===== src/rtl/bus_arbiter.sv =====
`default_nettype none
// ============================================================================
//  Module      : bus_arbiter
//  Description : Two-master / two-slave shared-bus arbiter. Parks the grant on
//                master 0, muxes the owner's request onto the slave bus,
//                decodes the slave window and returns one-cycle-late read data.
//  Revision    : 1.0  initial release
// ============================================================================
module bus_arbiter #(
    parameter logic [2:0] S0_BASE = 3'b000,
    parameter logic [2:0] S1_BASE = 3'b001
) (
    input  logic        clk,
    input  logic        reset,
    // master 0 (DMA master)
    input  logic        M0_req,
    input  logic        M0_wr,
    input  logic [7:0]  M0_address,
    input  logic [31:0] M0_dout,
    output logic        M0_grant,
    output logic [31:0] M0_din,
    // master 1 (host)
    input  logic        M1_req,
    input  logic        M1_wr,
    input  logic [7:0]  M1_address,
    input  logic [31:0] M1_dout,
    output logic        M1_grant,
    output logic [31:0] M1_din,
    // slave side
    output logic        S0_sel,
    output logic        S1_sel,
    output logic        S_wr,
    output logic [7:0]  S_address,
    output logic [31:0] S_din,
    input  logic [31:0] S0_dout,
    input  logic [31:0] S1_dout,
    output logic        bus_err
);

    localparam logic [0:0] ST_M0_GRANT = 1'b0;
    localparam logic [0:0] ST_M1_GRANT = 1'b1;

    localparam logic [1:0] RD_NONE = 2'd0;
    localparam logic [1:0] RD_S0   = 2'd1;
    localparam logic [1:0] RD_S1   = 2'd2;

    logic [0:0]  r_state;
    logic [0:0]  w_state_nxt;
    logic [1:0]  r_rd_sel;
    logic [1:0]  w_rd_sel_nxt;
    logic        r_bus_err;

    logic        w_req;
    logic        w_wr;
    logic [7:0]  w_addr;
    logic [31:0] w_dout;
    logic [2:0]  w_win;
    logic        w_hit0;
    logic        w_hit1;
    logic [31:0] w_rdata;

    // Next-state logic: owner keeps the bus while it requests, idle parks on M0
    always_comb begin
        w_state_nxt = r_state;
        case (r_state)
            ST_M0_GRANT: begin
                if (!M0_req && M1_req)
                    w_state_nxt = ST_M1_GRANT;
            end
            ST_M1_GRANT: begin
                if (!M1_req)
                    w_state_nxt = ST_M0_GRANT;
            end
            default: w_state_nxt = ST_M0_GRANT;
        endcase
    end

    // Arbiter state register
    always_ff @(posedge clk) begin
        if (reset)
            r_state <= ST_M0_GRANT;
        else
            r_state <= w_state_nxt;
    end

    // Grants come straight from the state, never from the request inputs
    assign M0_grant = (r_state == ST_M0_GRANT);
    assign M1_grant = (r_state == ST_M1_GRANT);

    // Select the owner's request signals
    always_comb begin
        if (r_state == ST_M1_GRANT) begin
            w_req  = M1_req;
            w_wr   = M1_wr;
            w_addr = M1_address;
            w_dout = M1_dout;
        end else begin
            w_req  = M0_req;
            w_wr   = M0_wr;
            w_addr = M0_address;
            w_dout = M0_dout;
        end
    end

    // Slave bus is driven to zero whenever the owner is not requesting
    assign S_address = w_req ? w_addr : 8'h00;
    assign S_din     = w_req ? w_dout : 32'h0;
    assign S_wr      = w_req & w_wr;

    // Window decode; slave 1 yields to slave 0 so only one select can be high
    assign w_win  = S_address[7:5];
    assign w_hit0 = w_req && (w_win == S0_BASE);
    assign w_hit1 = w_req && (w_win == S1_BASE) && !w_hit0;
    assign S0_sel = w_hit0;
    assign S1_sel = w_hit1;

    // Remember which slave a read targeted so its data can be steered next cycle
    always_comb begin
        w_rd_sel_nxt = RD_NONE;
        if (w_req && !w_wr) begin
            if (w_hit0)
                w_rd_sel_nxt = RD_S0;
            else if (w_hit1)
                w_rd_sel_nxt = RD_S1;
        end
    end

    // Read-return select and bus-error pulse registers
    always_ff @(posedge clk) begin
        if (reset) begin
            r_rd_sel  <= RD_NONE;
            r_bus_err <= 1'b0;
        end else begin
            r_rd_sel  <= w_rd_sel_nxt;
            r_bus_err <= w_req && !w_hit0 && !w_hit1;
        end
    end

    assign bus_err = r_bus_err;

    // Read data is broadcast to both masters; only the requester consumes it
    always_comb begin
        case (r_rd_sel)
            RD_S0:   w_rdata = S0_dout;
            RD_S1:   w_rdata = S1_dout;
            default: w_rdata = 32'h0;
        endcase
    end

    assign M0_din = w_rdata;
    assign M1_din = w_rdata;

endmodule
`default_nettype wire


===== config.mk =====
export PLATFORM = sky130hd
export DESIGN_NAME = bus_arbiter
export DESIGN_NICKNAME = d
export VERILOG_FILES = /design/src/rtl/bus_arbiter.sv
export SDC_FILE = /design/constraint.sdc
export NUM_CORES = 1
export LEC_CHECK = 0
export ABC_CLOCK_PERIOD_IN_PS = 1200
export BUFFER_PORTS_ARGS = -buffer_cell sky130_fd_sc_hd__buf_2
export CAP_MARGIN = 10
export CORE_AREA = 2 2 102 104
export CTS_CLUSTER_DIAMETER = 120
export DETAILED_ROUTE_END_ITERATION = 8
export DIE_AREA = 0 0 104 106
export GPL_TIMING_DRIVEN = 0
export PLACE_DENSITY = 0.55
export SLEW_MARGIN = 20
export SYNTH_ARGS = -nofsm -noshare
export SYNTH_HDL_FRONTEND = slang
export SYNTH_SLANG_ARGS = --single-unit

===== constraint.sdc =====
create_clock -name clk -period 1.2 [get_ports clk]
set_input_delay 0.06 -clock clk [delete_from_list [all_inputs] [get_ports clk]]
set_output_delay 0.06 -clock clk [all_outputs]
set_load 0.005 [all_outputs]

# After elaboration in Yosys (flattened, before gate mapping)
# Index checks and enable logic that the tools add are counted.
[classes]
n_eq_ne = 3
reduce_logical = 14
bitwise = 3
muxes = 12
[op_table]
columns = ["operator", "count"]
rows = [
  ["$mux 32", 2],
  ["$pmux 32 s2", 1],
  ["$mux 8", 2],
  ["$logic_and 1x1->1", 7],
  ["$mux 1", 5],
  ["$logic_not 1->1", 4],
  ["$eq 3x1->1 const B", 1],
  ["$logic_not 3->1", 1],
  ["$reduce_or 3->1", 1],
  ["$eq 2x1->1 const B", 1],
  ["$eq 2x2->1 const B", 1],
  ["$mux 2", 1],
  ["$not 1->1", 2],
  ["$pmux 1 s2", 1],
  ["$reduce_or 2->1", 1],
  ["$and 1x1->1", 1],
]
[word_totals]
wordCells = 36
input_bits = 150
output_inout_bits = 110
reg_bits = 4

# Depth between registers and ports, before layout
# Gate-level depths: netlist (run 1).
[logic_depth]
word_depth = 8
depth_mapped = 6
mapped_depth_nobuf = 4

# Worst setup path before layout (run 1)
# Ideal clock, no wire load.
[synth_timing]
path_type = "register -> output"
startpoint = "register r_rd_sel[0]"
endpoint = "output M1_din[16]"
n_path_buf = 2
stages_incl_launch_ff = 7
path_slack_ns = -0.086
t_arrival_ns = 1.226
cell_sequence = "dfxtp_1 inv_1 ha_1 clkbuf_1 a22oi_1 nor2_1 buf_4"
[synth_via]
elab_chain_cells = 2
word_cells_on_any_way = 3
[synth_lines]
columns = ["element", "line_no", "text"]
rows = [
  ["start, declared", "49", "logic [1:0] r_rd_sel;"],
  ["start signal, assigned", "134", "r_rd_sel <= w_rd_sel_nxt;"],
  ["$eq 2x2->1 or $eq 2x1->1 (tied branches)", "143", "case (r_rd_sel)"],
  ["$pmux 32 s2 *", "143", ""],
  ["end, declared", "28", "output logic [31:0] M1_din,"],
]
# Every way passes the cells marked *; elsewhere a longest branch is shown, timed or not.

# Final worst setup path (run 1)
[layout_timing]
startpoint = "register r_state, in the netlist M1_grant"
endpoint = "output S0_sel"
[layout_via]
elab_chain_cells = 4
word_cells_on_any_way = 5
[layout_lines]
columns = ["element", "line_no", "text"]
rows = [
  ["start, declared", "47", "logic [0:0] r_state;"],
  ["start signal, assigned", "83", "r_state <= w_state_nxt;"],
  ["$mux 8 or $mux 1 (tied branches)", "92", "if (r_state == ST_M1_GRANT) begin"],
  ["$mux 8", "106", "assign S_address = w_req ? w_addr : 8'h00;"],
  ["$logic_not 3->1", "112", "assign w_hit0 = w_req && (w_win == S0_BASE);"],
  ["$logic_and 1x1->1 *", "112", ""],
  ["end, declared", "30", "output logic S0_sel,"],
]
# Marks and branches as above.

==> results of run 1 <==
-- final cells by class --
type / count / area [µm²]
sequential: 4 / 91.3
buffer: 49 / 559
clock buffer: 3 / 41.3
inverter: 4 / 17.5
tap: 136 / 170
fill: 971 / 5730
timing repair buffer: 279 / 1630
multi-input combinational: 164 / 1760
-- logic make-up (layout without fill, tap and decap cells) --
logic type / after synthesis / in the layout / share of synthesized area (%)
muxes: 41 / 41 / 27.1
AOI/OAI and AO/OA: 37 / 37 / 18.2
and+or+nand+nor: 84 / 84 / 24.6
DFF: 4 / 4 / 5.29
buffers and inverters: 54 / 335 / 23.2
adders and majority gates: 2 / 2 / 1.65
-- power breakdown --
group	internal [mW]	switching, mW	leakage (nW)
registers	0.134	0.00683	0.0349
logic	0.624	0.480	2.01
clock network	0.214	0.0667	0.0216
total	0.971	0.554	2.07
-- what timing repair did --
item | CTS | global route
pin swaps | 23 | 23
cloned | 7 | 4
gates resized for setup | 116 | 118
setup endpoints to repair | 108 | 111
buffers inserted | 7 | 2
-- cell usage after synthesis, types with 2 or more instances --
master,count
mux2i_1,41
dfxtp_1,4
nor2_1,72
inv_1,4
a22oi_1,35
clkbuf_1,9
buf_2,4
buf_4,36
or4b_1,3
or4bb_1,2
ha_1,2
-- how the worst min path moves through the flow --
stage / startpoint / depth (start not counted) / slack [ns] / endpoint
final: reset / 2 / 0.09 / M1_grant$_SDFF_PP0_
after global routing: reset / 2 / 0.1 / M1_grant$_SDFF_PP0_
after CTS: reset / 2 / 0.05 / M1_grant$_SDFF_PP0_
after detailed placement: reset / 2 / 0.27 / M1_grant$_SDFF_PP0_
after global placement: reset / 2 / 0.26 / M1_grant$_SDFF_PP0_
after floorplan: reset / 1 / 0.13 / M1_grant$_SDFF_PP0_
-- critical path, cell delays in order, from the launching register on --
cell,delay [ns]
dfxtp_4,0.40
buf_6,0.12
or4b_4,0.48
a21oi_2,0.14
buf_2,0.12
-- state kept, by name (all words and copies together) (netlist names) --
signal	count
M1_grant	1
bus_err	1
r_rd_sel	2
-- through the flow --
| stage | cell area [µm²] | hold WS [ns] | util, % | setup slack (ns) | cells |
|---|---|---|---|---|---|
| 2_1_floorplan | 1530 | 0.125 | - | -0.0107 | 222 |
| 3_3_place_gp | 2990 | 0.256 | 29.9 | -0.303 | 617 |
| 3_5_place_dp | 2990 | 0.272 | 29.9 | -0.306 | 617 |
| 4_1_cts | 3630 | 0.0481 | 36.3 | -0.344 | 634 |
| 5_1_grt | 4270 | 0.0981 | 42.7 | -0.396 | 639 |
| 6_report | 4270 | 0.0911 | 42.7 | -0.343 | 639 |
-- routing by layer --
metal,GRT usage (%),routed length [µm],vias to the layer above
li1,-,-,1323
met1,14.4,3200,1231
met2,27.7,4860,154
met3,2.70,622,12
met4,2.99,129,0
met5,0,0,-
-- layout by cell type (no fill, tap or decap), types with 2 or more instances in the layout --
master,n
or4b_4,2
nor2_4,16
ha_4,2
buf_2,256
buf_4,34
a22oi_1,3
buf_8,7
buf_12,7
inv_2,2
mux2i_2,6
clkbuf_8,7
mux2i_4,19
mux2i_1,16
clkbuf_16,8
dfxtp_4,3
a22oi_2,32
nor2_1,28
buf_6,11
nor2_2,28
==> impl_metrics.yaml, run 1 <==
worst_setup_path:
  r2r-start: "M1_grant$_SDFF_PP0_"
  critPathLaunchType: "flip-flop"
  r2r_setup_slack_ns: -0.16
  ff2ff_path_depth: 4
  end_kind: "output port"
  r2r_end: "r_rd_sel[0]$_SDFF_PP0_"
  criticalPathCategory: "flip-flop to output port"
  critPathCapture: "S0_sel"
  crit_required_ns: 1.14
  crit_path_start: "M1_grant$_SDFF_PP0_"
  critPathArrivalTime_ns: 1.48
  cp_max_fo: 5
layout:
  antenna-diode-count: 0
  fin_nets: 657
  syn_to_final_growth_pct: 182
  drive_gt1_share_pct: 89.1
yosys:
  synth_fp_nets: 374
  netlist_top_cells_area: "mux2i_1 (27%), buf_4 (18%), nor2_1 (18%)"
  ys_seq_area_share_pct: 5.29
  synth-edff-count: 0
  ys_types: 21
  syn-cell-area_mm2: 0.00151
  synth-seq-cells: 4
  ys_warn_count: 0
  yosysTopAreaCellShare_pct: 27.1
  async_flop_share_pct: 0
  avgSynthCellArea_um2: 6.81
  synth.largest_area_cell: "mux2i_1"
  synthFlopType: "dfxtp_1"
  syn_inst: 222
power:
  p_total_mw: 1.52
  vdd_drop_max_v: 0.000394
  p_per_area_mw_per_mm2: 357
  cellLeakagePower_nw: 2.07
clocking:
  tritoncts: "done"
  holdBufCountCts: 0
  cts_root_buf: "clkbuf_8"
  clockBufferDepth: 2
  clk_latency_ns: 0.21
  cts_buffers: 3
  clkTransAtPathRegs_ns: 0.03
  ctsHtreeMaxLevel: 1
  cts.sinks: 4
run_status:
  status: "finished with violations"
  violations: "negative setup slack"
sta:
  slew_viol_final: 0
  slew_headroom_pct: 83.9
  post-route-period-util_pct: 129
  fmax_ghz: 0.648
  worstMarginPinSlew_ns: 0.235
  rsz0062_at_grt: "true"
  fin_tns_setup_ns: -25.37
  hold_viol: 0
  setup_ws_ns: -0.343
  setup_violations: 110
  fin_crit_ns: 1.54
  worst_clock_skew_ns: 0.000461
drt:
  wirelength_mm: 8.81
  routed-via-count: 2720
  route.detailed.wl_per_inst_um: 13.8
  drtAntennaViolNets: 0
  first_pass_iters: 5
  avgViaCountPerCell: 4.26
  drc: 0
  drt_iter0_drc: 72
placed_design:
  gp_congestion: 0.837
  dp_hpwl_mm: 6.43
  port-buffer-count: 259
global_route:
  grt_pass1_vias: 2645
  grt_pass1_wl_mm: 12.6
  antenna_found_initial: 0
  grt_overflow_total: 0
  grt_use_total_pct: 13.7
  grt_max_degree: 11
floorplan:
  dieArea_mm2: 0.0110
  num_rows: 37
  start_util_pct: 15.1
  ioPinCount: 260
  dieWidth_um: 104
  core_area_mm2: 0.0100
  dieHeight_um: 106
worst_hold_path:
  holdCritPathClass: "input port to flip-flop"
job:
  drv_cap: 0
No activity file was read; power rests on OpenSTA's default activity.
==> run 2, diff against run 1 <==
--- a/config.mk
+++ b/config.mk
@@ -8,12 +8,14 @@
 export ABC_CLOCK_PERIOD_IN_PS = 1200
 export BUFFER_PORTS_ARGS = -buffer_cell sky130_fd_sc_hd__buf_2
 export CAP_MARGIN = 10
-export CORE_AREA = 2 2 102 104
+export CELL_PAD_IN_SITES_DETAIL_PLACEMENT = 0
+export CELL_PAD_IN_SITES_GLOBAL_PLACEMENT = 2
+export CORE_MARGIN = 2
+export CORE_UTILIZATION = 10
 export CTS_CLUSTER_DIAMETER = 120
 export DETAILED_ROUTE_END_ITERATION = 8
-export DIE_AREA = 0 0 104 106
 export GPL_TIMING_DRIVEN = 0
-export PLACE_DENSITY = 0.55
+export PLACE_DENSITY = 0.83
 export SLEW_MARGIN = 20
 export SYNTH_ARGS = -nofsm -noshare
 export SYNTH_HDL_FRONTEND = slang
==> run 2 against run 1 <==
Compared with the run above: the flow still finishes with violations (negative setup slack); via count is 0.37% higher; final area is 2.3% higher; cell count grew 7.7%; clock-buffer cell count is the same; critical path depth rose by 3; sequential share of layout area is essentially flat; global-route usage down 4.3 points; maximum frequency fell by 1.3%; critical path type unchanged.
==> impl_metrics.yaml, run 2 (same netlist as run 1, synthesis figures left out) <==
run_status:
  status: "finished with violations"
  violations: "negative setup slack"
global_route:
  grt_pass1_wl_mm: 12.4
  grt_max_degree: 11
  antenna_found_initial: 0
  grt_overflow_total: 0
  grt_pass1_vias: 2613
  grt_use_total_pct: 9.35
sta:
  setup_violations: 108
  hold_viol: 0
  fin_crit_ns: 1.56
  slew_headroom_pct: 84.8
  post-route-period-util_pct: 130
  fin_hold_ws_ns: 0.0427
  rsz0062_at_grt: "true"
  slew_viol_final: 0
  worst_clock_skew_ns: 0.000339
  fmax_ghz: 0.639
  setup_ws_ns: -0.364
  worstMarginPinSlew_ns: 0.224
drt:
  first_pass_iters: 4
  drt_iter0_drc: 46
  drtAntennaViolNets: 0
  routed-via-count: 2730
  avgViaCountPerCell: 3.97
  wirelength_mm: 9.23
  route.detailed.wl_per_inst_um: 13.4
  drc: 0
worst_setup_path:
  ff2ff_path_depth: 3
  r2r_setup_slack_ns: -0.08
  critPathArrivalTime_ns: 1.50
  crit_required_ns: 1.14
  end_kind: "output port"
  r2r-start: "M1_grant$_SDFF_PP0_"
  critPathLaunchType: "flip-flop"
  r2r_end: "r_rd_sel[1]$_SDFF_PP0_"
  criticalPathCategory: "flip-flop to output port"
  critPathCapture: "M1_din[5]"
  crit_path_start: "r_rd_sel[1]$_SDFF_PP0_"
  cp_max_fo: 10
layout:
  layout_commonest_cell: "buf_2"
  fin_cells: 688
  antenna-diode-count: 0
  largest_register_ffs: 2
  fill_cells: 1543
  syn_to_final_growth_pct: 189
  seq_area_um2: 91.3
  final_cell_mix: "buf_2 (256), buf_4 (36), nor2_1 (27)"
  top_register: "r_rd_sel"
  drive_gt1_share_pct: 87.9
  fin_nets: 658
  fin_area_mm2: 0.00437
  multiInputGateArea_mm2: 0.00177
clocking:
  cts_buffers: 3
  clkTransAtPathRegs_ns: 0.03
  cts.sinks: 4
  clk_latency_ns: 0.22
  clockBufferDepth: 2
  cts_root_buf: "clkbuf_16"
  ctsHtreeMaxLevel: 1
  tritoncts: "done"
power:
  p_total_mw: 1.82
  p_per_area_mw_per_mm2: 417
  vdd_drop_max_v: 0.000525
  cellLeakagePower_nw: 2.08
placed_design:
  dp.cells: 665
  postPlaceCellArea_mm2: 0.00305
  gp_congestion: 0.803
  port-buffer-count: 259
  dp_hpwl_mm: 6.88
  place_ws_ns: -0.481
floorplan:
  num_rows: 44
  dieArea_mm2: 0.0161
  start_util_pct: 10.3
  dieHeight_um: 127
  dieWidth_um: 127
  ioPinCount: 260
  core_area_mm2: 0.0146
job:
  drv_cap: 0
worst_hold_path:
  whs_path_depth: 2
  holdCritPathClass: "input port to flip-flop"
run 2: what timing repair did:
action                                  4_1_cts  5_1_grt
resized for setup                            86      145
pin swaps                                    30       36
hold buffers                                  0        0
cloned                                        6        5
endpoints found under the setup margin      109      110
buffers inserted                             13        3
run 2: layout make-up:
| type | count | area share, % |
|---|---|---|
| multi-input combinational | 164 | 40.4 |
| timing repair buffer | 282 | 39.0 |
| buffer | 47 | 11.1 |
| tap | 184 | 5.27 |
| sequential | 4 | 2.09 |
| clock buffer | 3 | 1.72 |
| inverter | 4 | 0.401 |
run 2: metrics by stage:
step / util [%] / TNS (ns)
after CTS: 25.4 / -30.09
after floorplan: - / -0.321
after global placement: 20.8 / -32.44
final: 29.8 / -27.89
after detailed placement: 20.8 / -35.64
after global routing: 29.8 / -34.63
run 2: critical path, stage by stage (launching register included):
cell       delay, ns
dfxtp_4         0.37
inv_4           0.04
ha_4            0.18
clkbuf_16       0.17
a22oi_2         0.19
nor2_1          0.08
buf_4           0.13
buf_6           0.10
run 2: worst min-delay path by stage:
stage,from,end,slack (ns)
detailed placement,reset,M1_grant$_SDFF_PP0_,0.26
floorplan,reset,M1_grant$_SDFF_PP0_,0.13
CTS,reset,M1_grant$_SDFF_PP0_,0.04
global placement,reset,M1_grant$_SDFF_PP0_,0.27
global route,reset,M1_grant$_SDFF_PP0_,0.05
finish,reset,M1_grant$_SDFF_PP0_,0.04
run 2: power breakdown:
part | switching (mW) | internal, mW
Sequential | 0.00735 | 0.134
Combinational | 0.497 | 0.664
Clock | 0.0925 | 0.426
Total | 0.597 | 1.22
run 2: metal layers:
metal	routed length, µm	up-vias	track usage [%]
met5	0	-	0
met2	5320	183	20.8
met1	3040	1220	9.02
met4	93	0	0.517
li1	-	1321	-
met3	775	6	1.68
